--- config.mk ---
export PLATFORM = sky130hd
export DESIGN_NAME = fp32_div
export DESIGN_NICKNAME = d
export VERILOG_FILES = /design/src/rtl/fp32_div.sv
export SDC_FILE = /design/constraint.sdc
export NUM_CORES = 1
export LEC_CHECK = 0
export ABC_AREA = 1
export BUFFER_PORTS_ARGS = -buffer_cell sky130_fd_sc_hd__buf_2
export CORE_ASPECT_RATIO = 0.7
export CORE_UTILIZATION = 60
export DETAILED_ROUTE_END_ITERATION = 8
export PLACE_DENSITY_LB_ADDON = 0.12
export SYNTH_ARGS = -nofsm -noshare
export SYNTH_HDL_FRONTEND = slang
export SYNTH_SLANG_ARGS = --single-unit
--- constraint.sdc ---
create_clock -name clk -period 12.8 [get_ports clk]
set_input_delay 0 -clock clk [delete_from_list [all_inputs] [get_ports clk]]
set_output_delay 0 -clock clk [all_outputs]
set_load 0.05 [all_outputs]
--- src/rtl/fp32_div.sv ---
// Iterative IEEE-754 single-precision divider (a / b) with RISC-V rounding modes.
// Restoring shift-subtract core, one operation in flight, valid/ready on both sides.
module fp32_div #(
    parameter int unsigned BITS_PER_CYCLE = 1
) (
    input  logic        clk,
    input  logic        rst_n,
    input  logic        in_valid,
    output logic        in_ready,
    input  logic [31:0] a,
    input  logic [31:0] b,
    input  logic [2:0]  rm,
    output logic        out_valid,
    input  logic        out_ready,
    output logic [31:0] result,
    output logic        nv,
    output logic        dz,
    output logic        of,
    output logic        uf,
    output logic        nx
);
    localparam int unsigned DIV_CYCLES = 27 / BITS_PER_CYCLE;

    localparam logic [2:0] S_IDLE  = 3'd0;
    localparam logic [2:0] S_PREP  = 3'd1;
    localparam logic [2:0] S_DIV   = 3'd2;
    localparam logic [2:0] S_ROUND = 3'd3;
    localparam logic [2:0] S_DONE  = 3'd4;

    localparam logic [2:0] RM_RTZ = 3'b001;
    localparam logic [2:0] RM_RDN = 3'b010;
    localparam logic [2:0] RM_RUP = 3'b011;
    localparam logic [2:0] RM_RMM = 3'b100;

    logic [2:0]         state, state_nxt;
    logic [31:0]        a_r, b_r;
    logic [2:0]         rm_r;
    logic               sign;
    logic signed [9:0]  exp_q;
    logic [23:0]        mb;
    logic [24:0]        rem, rem_n;
    logic [26:0]        q, q_n;
    logic [4:0]         cnt;
    logic               spec, spec_nv, spec_dz;
    logic [31:0]        spec_res;

    function automatic logic [4:0] lzc24(input logic [23:0] x);
        logic [4:0] n;
        n = 5'd24;
        for (int i = 0; i < 24; i++)
            if (x[i]) n = 5'(23 - i);
        return n;
    endfunction

    // Next-state logic
    always_comb begin
        state_nxt = state;
        case (state)
            S_IDLE:  if (in_valid) state_nxt = S_PREP;
            S_PREP:  state_nxt = S_DIV;
            S_DIV:   if (cnt == 5'(DIV_CYCLES - 1)) state_nxt = S_ROUND;
            S_ROUND: state_nxt = S_DONE;
            S_DONE:  if (out_ready) state_nxt = S_IDLE;
            default: state_nxt = S_IDLE;
        endcase
    end

    // Operand classification and subnormal normalisation
    logic [7:0]        a_exp, b_exp;
    logic              a_zero, b_zero, a_inf, b_inf, a_nan, b_nan, a_snan, b_snan;
    logic [23:0]       man_a, man_b;
    logic [4:0]        lz_a, lz_b;
    logic signed [9:0] ea, eb;
    logic              spec_n, spec_nv_n, spec_dz_n;
    logic [31:0]       spec_res_n;
    logic              sign_n;

    always_comb begin
        a_exp  = a_r[30:23];
        b_exp  = b_r[30:23];
        a_zero = (a_exp == 8'd0) && (a_r[22:0] == 23'd0);
        b_zero = (b_exp == 8'd0) && (b_r[22:0] == 23'd0);
        a_inf  = (a_exp == 8'hff) && (a_r[22:0] == 23'd0);
        b_inf  = (b_exp == 8'hff) && (b_r[22:0] == 23'd0);
        a_nan  = (a_exp == 8'hff) && (a_r[22:0] != 23'd0);
        b_nan  = (b_exp == 8'hff) && (b_r[22:0] != 23'd0);
        a_snan = a_nan && !a_r[22];
        b_snan = b_nan && !b_r[22];
        man_a  = {a_exp != 8'd0, a_r[22:0]};
        man_b  = {b_exp != 8'd0, b_r[22:0]};
        lz_a   = (a_exp == 8'd0) ? lzc24(man_a) : 5'd0;
        lz_b   = (b_exp == 8'd0) ? lzc24(man_b) : 5'd0;
        ea     = $signed({2'b00, a_exp}) + ((a_exp == 8'd0) ? 10'sd1 : 10'sd0)
                 - $signed({5'd0, lz_a});
        eb     = $signed({2'b00, b_exp}) + ((b_exp == 8'd0) ? 10'sd1 : 10'sd0)
                 - $signed({5'd0, lz_b});
        sign_n = a_r[31] ^ b_r[31];

        spec_n     = 1'b1;
        spec_nv_n  = 1'b0;
        spec_dz_n  = 1'b0;
        spec_res_n = 32'h7fc00000;
        if (a_nan || b_nan || (a_zero && b_zero) || (a_inf && b_inf)) begin
            spec_nv_n = a_snan || b_snan || (a_zero && b_zero) || (a_inf && b_inf);
        end else if (a_inf) begin
            spec_res_n = {sign_n, 31'h7f800000};
        end else if (b_zero) begin
            spec_res_n = {sign_n, 31'h7f800000};
            spec_dz_n  = 1'b1;
        end else if (b_inf || a_zero) begin
            spec_res_n = {sign_n, 31'd0};
        end else begin
            spec_n = 1'b0;
        end
    end

    // Restoring divider step(s) for one DIV cycle
    always_comb begin
        rem_n = rem;
        q_n   = q;
        for (int unsigned i = 0; i < BITS_PER_CYCLE; i++) begin
            if (rem_n >= {1'b0, mb}) begin
                rem_n = rem_n - {1'b0, mb};
                q_n   = {q_n[25:0], 1'b1};
            end else begin
                q_n   = {q_n[25:0], 1'b0};
            end
            rem_n = {rem_n[23:0], 1'b0};
        end
    end

    // Normalise, denormalise, round and pack
    logic [26:0]       qn, qs, mask;
    logic signed [9:0] en;
    logic [9:0]        ef, sh_full, fe;
    logic [4:0]        sh;
    logic [23:0]       m24;
    logic [24:0]       m25;
    logic              lost, rbit, st, inc, inexact, ovf;
    logic [31:0]       res_n;
    logic [4:0]        flags_n;

    always_comb begin
        qn      = q[26] ? q : {q[25:0], 1'b0};
        en      = q[26] ? exp_q : exp_q - 10'sd1;
        sh_full = $unsigned(10'sd1 - en);
        sh      = 5'd0;
        ef      = $unsigned(en);
        if (en <= 10'sd0) begin
            sh = (sh_full > 10'd26) ? 5'd26 : sh_full[4:0];
            ef = 10'd0;
        end
        mask    = ~(27'h7ffffff << sh);
        lost    = |(qn & mask);
        qs      = qn >> sh;
        m24     = qs[26:3];
        rbit    = qs[2];
        st      = (|qs[1:0]) | lost | (rem != 25'd0);
        inexact = rbit | st;
        case (rm_r)
            RM_RTZ:  inc = 1'b0;
            RM_RDN:  inc = inexact & sign;
            RM_RUP:  inc = inexact & ~sign;
            RM_RMM:  inc = rbit;
            default: inc = rbit & (st | m24[0]);
        endcase
        m25 = {1'b0, m24} + 25'(inc);
        fe  = ef + 10'(m25[24]) + 10'((ef == 10'd0) && m25[23]);
        ovf = fe >= 10'd255;

        res_n = {sign, fe[7:0], m25[24] ? m25[23:1] : m25[22:0]};
        if (ovf) begin
            case (rm_r)
                RM_RTZ:  res_n = {sign, 31'h7f7fffff};
                RM_RDN:  res_n = sign ? {sign, 31'h7f800000} : {sign, 31'h7f7fffff};
                RM_RUP:  res_n = sign ? {sign, 31'h7f7fffff} : {sign, 31'h7f800000};
                default: res_n = {sign, 31'h7f800000};
            endcase
        end
        flags_n = {2'b00, ovf, (fe == 10'd0) & inexact, inexact | ovf};
        if (spec) begin
            res_n   = spec_res;
            flags_n = {spec_nv, spec_dz, 3'b000};
        end
    end

    // State and registered handshake/result outputs
    always_ff @(posedge clk or negedge rst_n) begin
        if (!rst_n) begin
            state     <= S_IDLE;
            in_ready  <= 1'b1;
            out_valid <= 1'b0;
            result    <= 32'd0;
            {nv, dz, of, uf, nx} <= 5'd0;
        end else begin
            state     <= state_nxt;
            in_ready  <= (state_nxt == S_IDLE);
            out_valid <= (state_nxt == S_DONE);
            if (state == S_ROUND) begin
                result <= res_n;
                {nv, dz, of, uf, nx} <= flags_n;
            end
        end
    end

    // Datapath registers
    always_ff @(posedge clk or negedge rst_n) begin
        if (!rst_n) begin
            a_r <= 32'd0;  b_r <= 32'd0;  rm_r <= 3'd0;
            sign <= 1'b0;  exp_q <= 10'sd0;  mb <= 24'd0;
            rem <= 25'd0;  q <= 27'd0;  cnt <= 5'd0;
            spec <= 1'b0;  spec_nv <= 1'b0;  spec_dz <= 1'b0;  spec_res <= 32'd0;
        end else begin
            case (state)
                S_IDLE: if (in_valid) begin
                    a_r  <= a;
                    b_r  <= b;
                    rm_r <= rm;
                end
                S_PREP: begin
                    sign     <= sign_n;
                    exp_q    <= ea - eb + 10'sd127;
                    mb       <= man_b << lz_b;
                    rem      <= {1'b0, man_a << lz_a};
                    q        <= 27'd0;
                    cnt      <= 5'd0;
                    spec     <= spec_n;
                    spec_nv  <= spec_nv_n;
                    spec_dz  <= spec_dz_n;
                    spec_res <= spec_res_n;
                end
                S_DIV: begin
                    rem <= rem_n;
                    q   <= q_n;
                    cnt <= cnt + 5'd1;
                end
                default: ;
            endcase
        end
    end
endmodule
==> run_results.csv, run 1 <==
group,metric,value,unit
logic_synthesis,syn_area_per_cell,6.61,sq um
place,gp_congestion,1.08,
clocking,numCtsBuffers,22,
hold_path,hp-class,"in -> async",
die,die_w,201,um
final_layout,synthToLayoutAreaGrowth,13.3,%
setup_path,start_kind,"flop",
logic_synthesis,async_flop_share,100,%
sta,fin_crit_sh,74.8,%
logic_synthesis,synth_xor_area_share,2.21,%
logic_synthesis,synth_top_family_by_area,"simple AND/OR/NAND/NOR gates",
place,portBuffers,109,
sta,relSlewSlack,37.4,%
logic_synthesis,ys_seq_area_share,31.0,%
clocking,tritoncts,"done",
final_layout,nets,2778,
setup_path,cp-end-kind,"flop",
pwr,total_power,5.45,mW
sta,hold_viol_final,0,
die,core_area,0.0270,sq mm
setup_path,crit_type,"reg -> reg",
detailed_routing,wl_per_cell,20.2,um
die,io_pins,110,
clocking,clkLatencyLatePin,0.54,ns
global_route,grt_max_degree,94,
place,hpwl,44400,um
global_route,grt-ovfl-total,0,
setup_path,cp_common_cell,"nand2_1",
die,start_util,61.8,%
detailed_routing,drt_pass1_iterations,8,
detailed_routing,drc,1,
die,die_h,142,um
logic_synthesis,synth_nets,2661,
clocking,cts.sinks,207,
logic_synthesis,synth_compound_area_share,16.1,%
setup_path,cp.buffers_inverters,9,
detailed_routing,drt.antenna.violating_nets,0,
setup_path,cp_slowest_cell,"nor2_4",
status,violations,"design-rule violations",
clocking,path_clk_slew,0.07,ns
pwr,pwr_density_cell,288,mW/mm^2
sta,slew_viol_final,0,
final_layout,multi_input_area,0.00992,sq mm
global_route,antenna_found_initial,0,
detailed_routing,vias_per_cell,6.19,
clocking,cts_setup_buffers,0,
sta,setup_tns,0,ns
sta,max_freq,104,MHz
global_route,grt_first_pass_wirelength,94500,um
sta,holdWs,0.0422,ns
sta,rsz0062_at_grt,"false",
final_layout,regArea,0.00518,sq mm
pwr,p_leak,9.52,nW
global_route,grt_pass1_vias,17200,
clocking,clockBufferDepth,3,
logic_synthesis,synth.distinct_cells,67,
sta,setup_viol,0,
logic_synthesis,synth_edf_count,0,
logic_synthesis,syn_inst,2527,
detailed_routing,drt_iter0_drc,2951,
detailed_routing,wirelength,61100,um
sta,clock_skew,0.0225,ns
clocking,htreeDepth,1,
setup_path,max_stage_delay,0.48,ns
logic_synthesis,synth_area,0.0167,sq mm
logic_synthesis,synthMuxAreaShare,0.719,%
final_layout,drive_above_1_share,9.66,%
setup_path,path_delay_family,"simple AND/OR/NAND/NOR gates",
status,status,"finished, violations left",
global_route,grt_use_total,42.4,%
setup_path,crit_fanout,57,
pwr,peakVddDrop,0.282,mV
logic_synthesis,synth-adder-area-share,5.39,%
run,max_cap_violations,0,
setup_path,cp_data_required_time,13.26,ns
logic_synthesis,yosys_warnings,0,
die,rows,50,
setup_path,crit_arrival,10.04,ns
logic_synthesis,yosys_most_used_dff,"dfrtp_1",
sta,period_needed,9.58,ns
sta,tightest_slew,0.939,ns
die,die_area,0.0285,sq mm
detailed_routing,vias,18700,
final_layout,fillers,2227,
clocking,root_buffer,"clkbuf_16",
final_layout,antenna_cells,0,
logic_synthesis,synth-seq-cells,207,
logic_synthesis,synthSimpleGateAreaFrac,34.8,%
[cells in the mapped netlist, drive strengths merged, types with 2 or more instances]
cell type  count  share of area, %
a211oi         6              0.27
a21oi        160               4.8
a221oi         2              0.10
a22oi          2             0.090
a311oi         2              0.10
a31oi          9              0.37
a32o           2              0.12
and2           4              0.15
buf           33               1.2
clkbuf        73               1.6
clkinv         5              0.11
dfrtp        206                31
fa            15               1.8
ha            48               3.6
inv          302               6.8
mux2           8              0.54
mux2i          3              0.18
nand2        718                17
nand3        252               8.2
nand3b         9              0.48
nand4         45               1.7
nor2         247               6.3
nor3          23              0.72
nor4          15              0.56
o211ai        35               1.6
o21ai        188               5.7
o21bai         3              0.13
o22ai         49               1.8
o311ai         2              0.10
o31ai          5              0.22
o32ai          3              0.16
xnor2         15              0.79
xor2          25               1.4
[power by group]
part	total (mW)	internal, mW	switching [mW]
combinational	3.55	1.08	2.47
sequential	1.17	0.932	0.235
clock	0.736	0.442	0.293
[worst paths after layout]
kind                           from   endpoint  slack [ns]  cells after the start
setup / recovery              q[26]  result[0]        3.22                     54
hold / removal                rst_n     b_r[3]        0.04                      2
setup reg to reg              q[26]  result[0]        3.22                     54
hold reg to reg              cnt[4]     cnt[4]        0.47                      1
max in group asynchronous     rst_n    rem[16]       11.35                      3
min in group clk           in_valid     b_r[6]        0.16                      3
[kinds of logic after synthesis]
group           Yosys count
compound gates          478
xor+xnor                 40
fa+ha+maj                63
flops                   207
buf+inv                 413
mux                      11
simple gates           1315
[worst register-to-register path, delay by kind of cell, from the launching register on]
| family | cells | cell delay (ns) |
|---|---|---|
| AO/OA/AOI/OAI | 7 | 1.11 |
| adder cells (fa/ha/maj) | 4 | 1.02 |
| buffers and inverters | 9 | 2.07 |
| flip-flops | 1 | 0.33 |
| AND/OR/NAND/NOR | 34 | 5.00 |
[sequential cells by signal, summed over array words and instances, names as in the netlist, 3 cells and up]
register,count
mb,24
b_r,32
spec_res,3
exp_q,10
rm_r,3
state,3
rem,25
a_r,32
cnt,5
q,27
result,32
[area by class of cell]
type	instances	share of cell area, %
Tap cell	364	2.41
Timing Repair Buffer	199	7.41
Multi-Input combinational cell	1907	52.4
Inverter	307	6.11
Sequential cell	207	27.4
Clock inverter	12	1.05
Clock buffer	28	3.25
[cells in the final DEF, fill, tap and decap left out, drive strengths merged, types with 25 or more instances in the layout]
cell         instances
clkbuf              29
buf                129
nand4               45
nand3              252
o22ai               49
dfrtp              206
xor2                25
nor2               247
inv                302
a21oi              160
nand2              718
ha                  48
dlygate4sd3         69
o21ai              188
o211ai              35
[metrics by stage]
| step | utilization [%] | area (sq um) | std cells | setup WS (ns) |
|---|---|---|---|---|
| 2_1_floorplan | - | 16700 | 2527 | 6.04 |
| 3_3_place_gp | 64.5 | 17400 | 2915 | 4.12 |
| 3_5_place_dp | 64.5 | 17400 | 2915 | 3.72 |
| 4_1_cts | 70.0 | 18900 | 3024 | 3.59 |
| 5_1_grt | 70.0 | 18900 | 3024 | 2.37 |
| 6_report | 70.0 | 18900 | 3024 | 3.22 |
[routing by layer]
| metal | up-vias | global-route usage [%] | share of wire (%) |
|---|---|---|---|
| met5 | - | 0 | 0 |
| met4 | 0 | 11.4 | 3.0 |
| met3 | 175 | 11.9 | 14 |
| met2 | 1309 | 59.5 | 40 |
| met1 | 8672 | 63.3 | 44 |
| li1 | 8574 | - | - |
[repair_timing]
item | CTS | global route
hold endpoints to repair | 139 | 0
hold buffers | 69 | 0
gates resized for setup | 0 | 0
Note: power is estimated with default switching activity, not from simulation.
==> inputs of run 2 (changes only) <==
--- a/config.mk
+++ b/config.mk
@@ -8,7 +8,7 @@
 export ABC_AREA = 1
 export BUFFER_PORTS_ARGS = -buffer_cell sky130_fd_sc_hd__buf_2
 export CORE_ASPECT_RATIO = 0.7
-export CORE_UTILIZATION = 60
+export CORE_UTILIZATION = 57
 export DETAILED_ROUTE_END_ITERATION = 8
 export PLACE_DENSITY_LB_ADDON = 0.12
 export SYNTH_ARGS = -nofsm -noshare
==> constraint.sdc (replaced) <==
create_clock -name clk -period 8.8 [get_ports clk]
set_input_delay 0 -clock clk [delete_from_list [all_inputs] [get_ports clk]]
set_output_delay 0 -clock clk [all_outputs]
set_load 0.05 [all_outputs]
==> run_results.csv, run 2 (same netlist as run 1, synthesis figures left out) <==
group,metric,value,unit
clocking,tritoncts,"done",
sta,period_needed,8.17,ns
pwr,pwr_density_cell,408,mW/mm^2
setup_path,start_kind,"flop",
die,die_w,207,um
place,hpwl,43400,um
global_route,antenna_found_initial,1,
detailed_routing,wl_per_cell,18.9,um
detailed_routing,drt_iter0_drc,2697,
die,start_util,57.8,%
setup_path,crit_arrival,8.58,ns
detailed_routing,drt_pass1_iterations,8,
setup_path,cp_slowest_cell,"dfrtp_2",
clocking,htreeDepth,1,
final_layout,layout_common_cells,"nand2_1, inv_1, nand3_1",
final_layout,layout_commonest_cell,"nand2_1",
pwr,p_int,3.55,mW
final_layout,synthToLayoutAreaGrowth,13.8,%
sta,clock_skew,0.0194,ns
setup_path,crit_fanout,32,
sta,fin_crit_sh,92.8,%
clocking,root_buffer,"clkbuf_16",
global_route,grt_first_pass_wirelength,90200,um
detailed_routing,drt.antenna.violating_nets,0,
sta,rsz0062_at_grt,"false",
pwr,power_frac_clock,13.2,%
run,max_cap_violations,0,
detailed_routing,vias_per_cell,5.98,
die,rows,52,
die,die_h,145,um
setup_path,cp_common_cell,"nand2_1",
clocking,path_clk_slew,0.07,ns
sta,relSlewSlack,19.0,%
final_layout,final_area,0.0190,sq mm
place,gp_congestion,1.06,
status,violations,"design-rule violations",
clocking,numCtsBuffers,23,
pwr,swShare,54.3,%
final_layout,drive_above_1_share,10.2,%
clocking,clockBufferDepth,3,
clocking,clkLatencyLatePin,0.54,ns
pwr,seqPwrFrac,21.7,%
global_route,grt_pass1_vias,16500,
place,placed_area,0.0174,sq mm
final_layout,nets,2784,
hold_path,hp-class,"in -> reg",
final_layout,reg_top3,"a_r (32), b_r (32), result (32)",
setup_path,cp_data_required_time,9.21,ns
detailed_routing,vias,18200,
pwr,comb_power_share,65.1,%
die,core_area,0.0289,sq mm
detailed_routing,wirelength,57400,um
setup_path,max_stage_delay,0.46,ns
detailed_routing,drc,2,
place,portBuffers,109,
die,io_pins,110,
sta,tightest_slew,1.20,ns
sta,slew_viol_final,0,
setup_path,crit_type,"reg -> reg",
global_route,grt_max_degree,106,
sta,max_freq,122,MHz
die,die_area,0.0300,sq mm
pwr,p_leak,9.55,nW
pwr,peakVddDrop,0.273,mV
setup_path,cp-end-kind,"flop",
clocking,cts.sinks,207,
sta,hold_viol_final,0,
pwr,switchingPower,4.20,mW
global_route,grt_use_total,38.5,%
status,status,"finished, violations left",
final_layout,fillers,2604,
global_route,grt-ovfl-total,0,
sta,setup_tns,0,ns
sta,setup_viol,0,
run 2: critical path: cells and delay by family (launching register included):
| family | cells | cell delay [ns] |
|---|---|---|
| compound gates | 8 | 1.43 |
| buf+inv | 10 | 1.34 |
| flops | 1 | 0.46 |
| simple gates | 29 | 3.63 |
| fa+ha+maj | 5 | 1.15 |
run 2: what timing repair did:
| action | CTS | global route |
|---|---|---|
| endpoints found under the hold margin | 147 | 0 |
| endpoints found under the setup margin | 0 | 30 |
| gates resized for setup | 0 | 21 |
| buffers inserted | 0 | 4 |
| hold buffers | 69 | 0 |
run 2: per-layer routing:
metal  track usage [%]  up-vias  wire, um  share of wire (%)
li1                  -     8601         -                  -
met1              60.9     8523     26600                 46
met2              50.3     1001     22200                 39
met3              12.0       77      7580                 13
met4              7.24        0       998                1.7
met5                 0        -         0                  0
run 2: final timing paths:
| check | depth (start not counted) | from | to | slack [ns] |
|---|---|---|---|---|
| worst min register to register | 2 | result[13] | result[13] | 0.48 |
| min in group asynchronous | 2 | rst_n | b_r[7] | 0.07 |
| worst max-delay path | 52 | exp_q[0] | result[7] | 0.63 |
| max in group asynchronous | 4 | rst_n | result[7] | 6.53 |
| worst max register to register | 52 | exp_q[0] | result[7] | 0.63 |
| worst min-delay path | 3 | in_valid | a_r[30] | 0.05 |
run 2: power by group through the flow:
stage	Clock [mW]	Combinational, mW	Sequential, mW
final	1.02	5.05	1.68
after global routing	1.07	5.57	1.73
after detailed placement	0	4.79	1.68
after floorplan	0	3.37	1.84
after CTS	1.03	4.85	1.67
after global placement	0	4.73	1.67
run 2: through the flow:
step,util [%],instances,worst slack (ns),hold WS (ns),power [mW]
5_1_grt,65.8,3045,0.0120,0.0598,8.37
6_report,65.8,3045,0.630,0.0501,7.75
4_1_cts,65.4,3039,0.295,0.0514,7.55
3_5_place_dp,60.4,2929,0.343,0.0798,6.47
3_3_place_gp,60.4,2929,0.494,0.0654,6.40
2_1_floorplan,-,2527,2.04,-0.296,5.21
run 2: cell type report:
cell class,count,area (sq um),share of cell area (%)
tap,378,473,2.49
timing repair inverter,1,6.26,0.0329
antenna,1,2.50,0.0132
timing repair buffer,203,1450,7.61
sequential,207,5180,27.3
clock inverter,11,123,0.645
inverter,307,1170,6.14
multi-input combinational,1907,9960,52.4
clock buffer,30,652,3.43
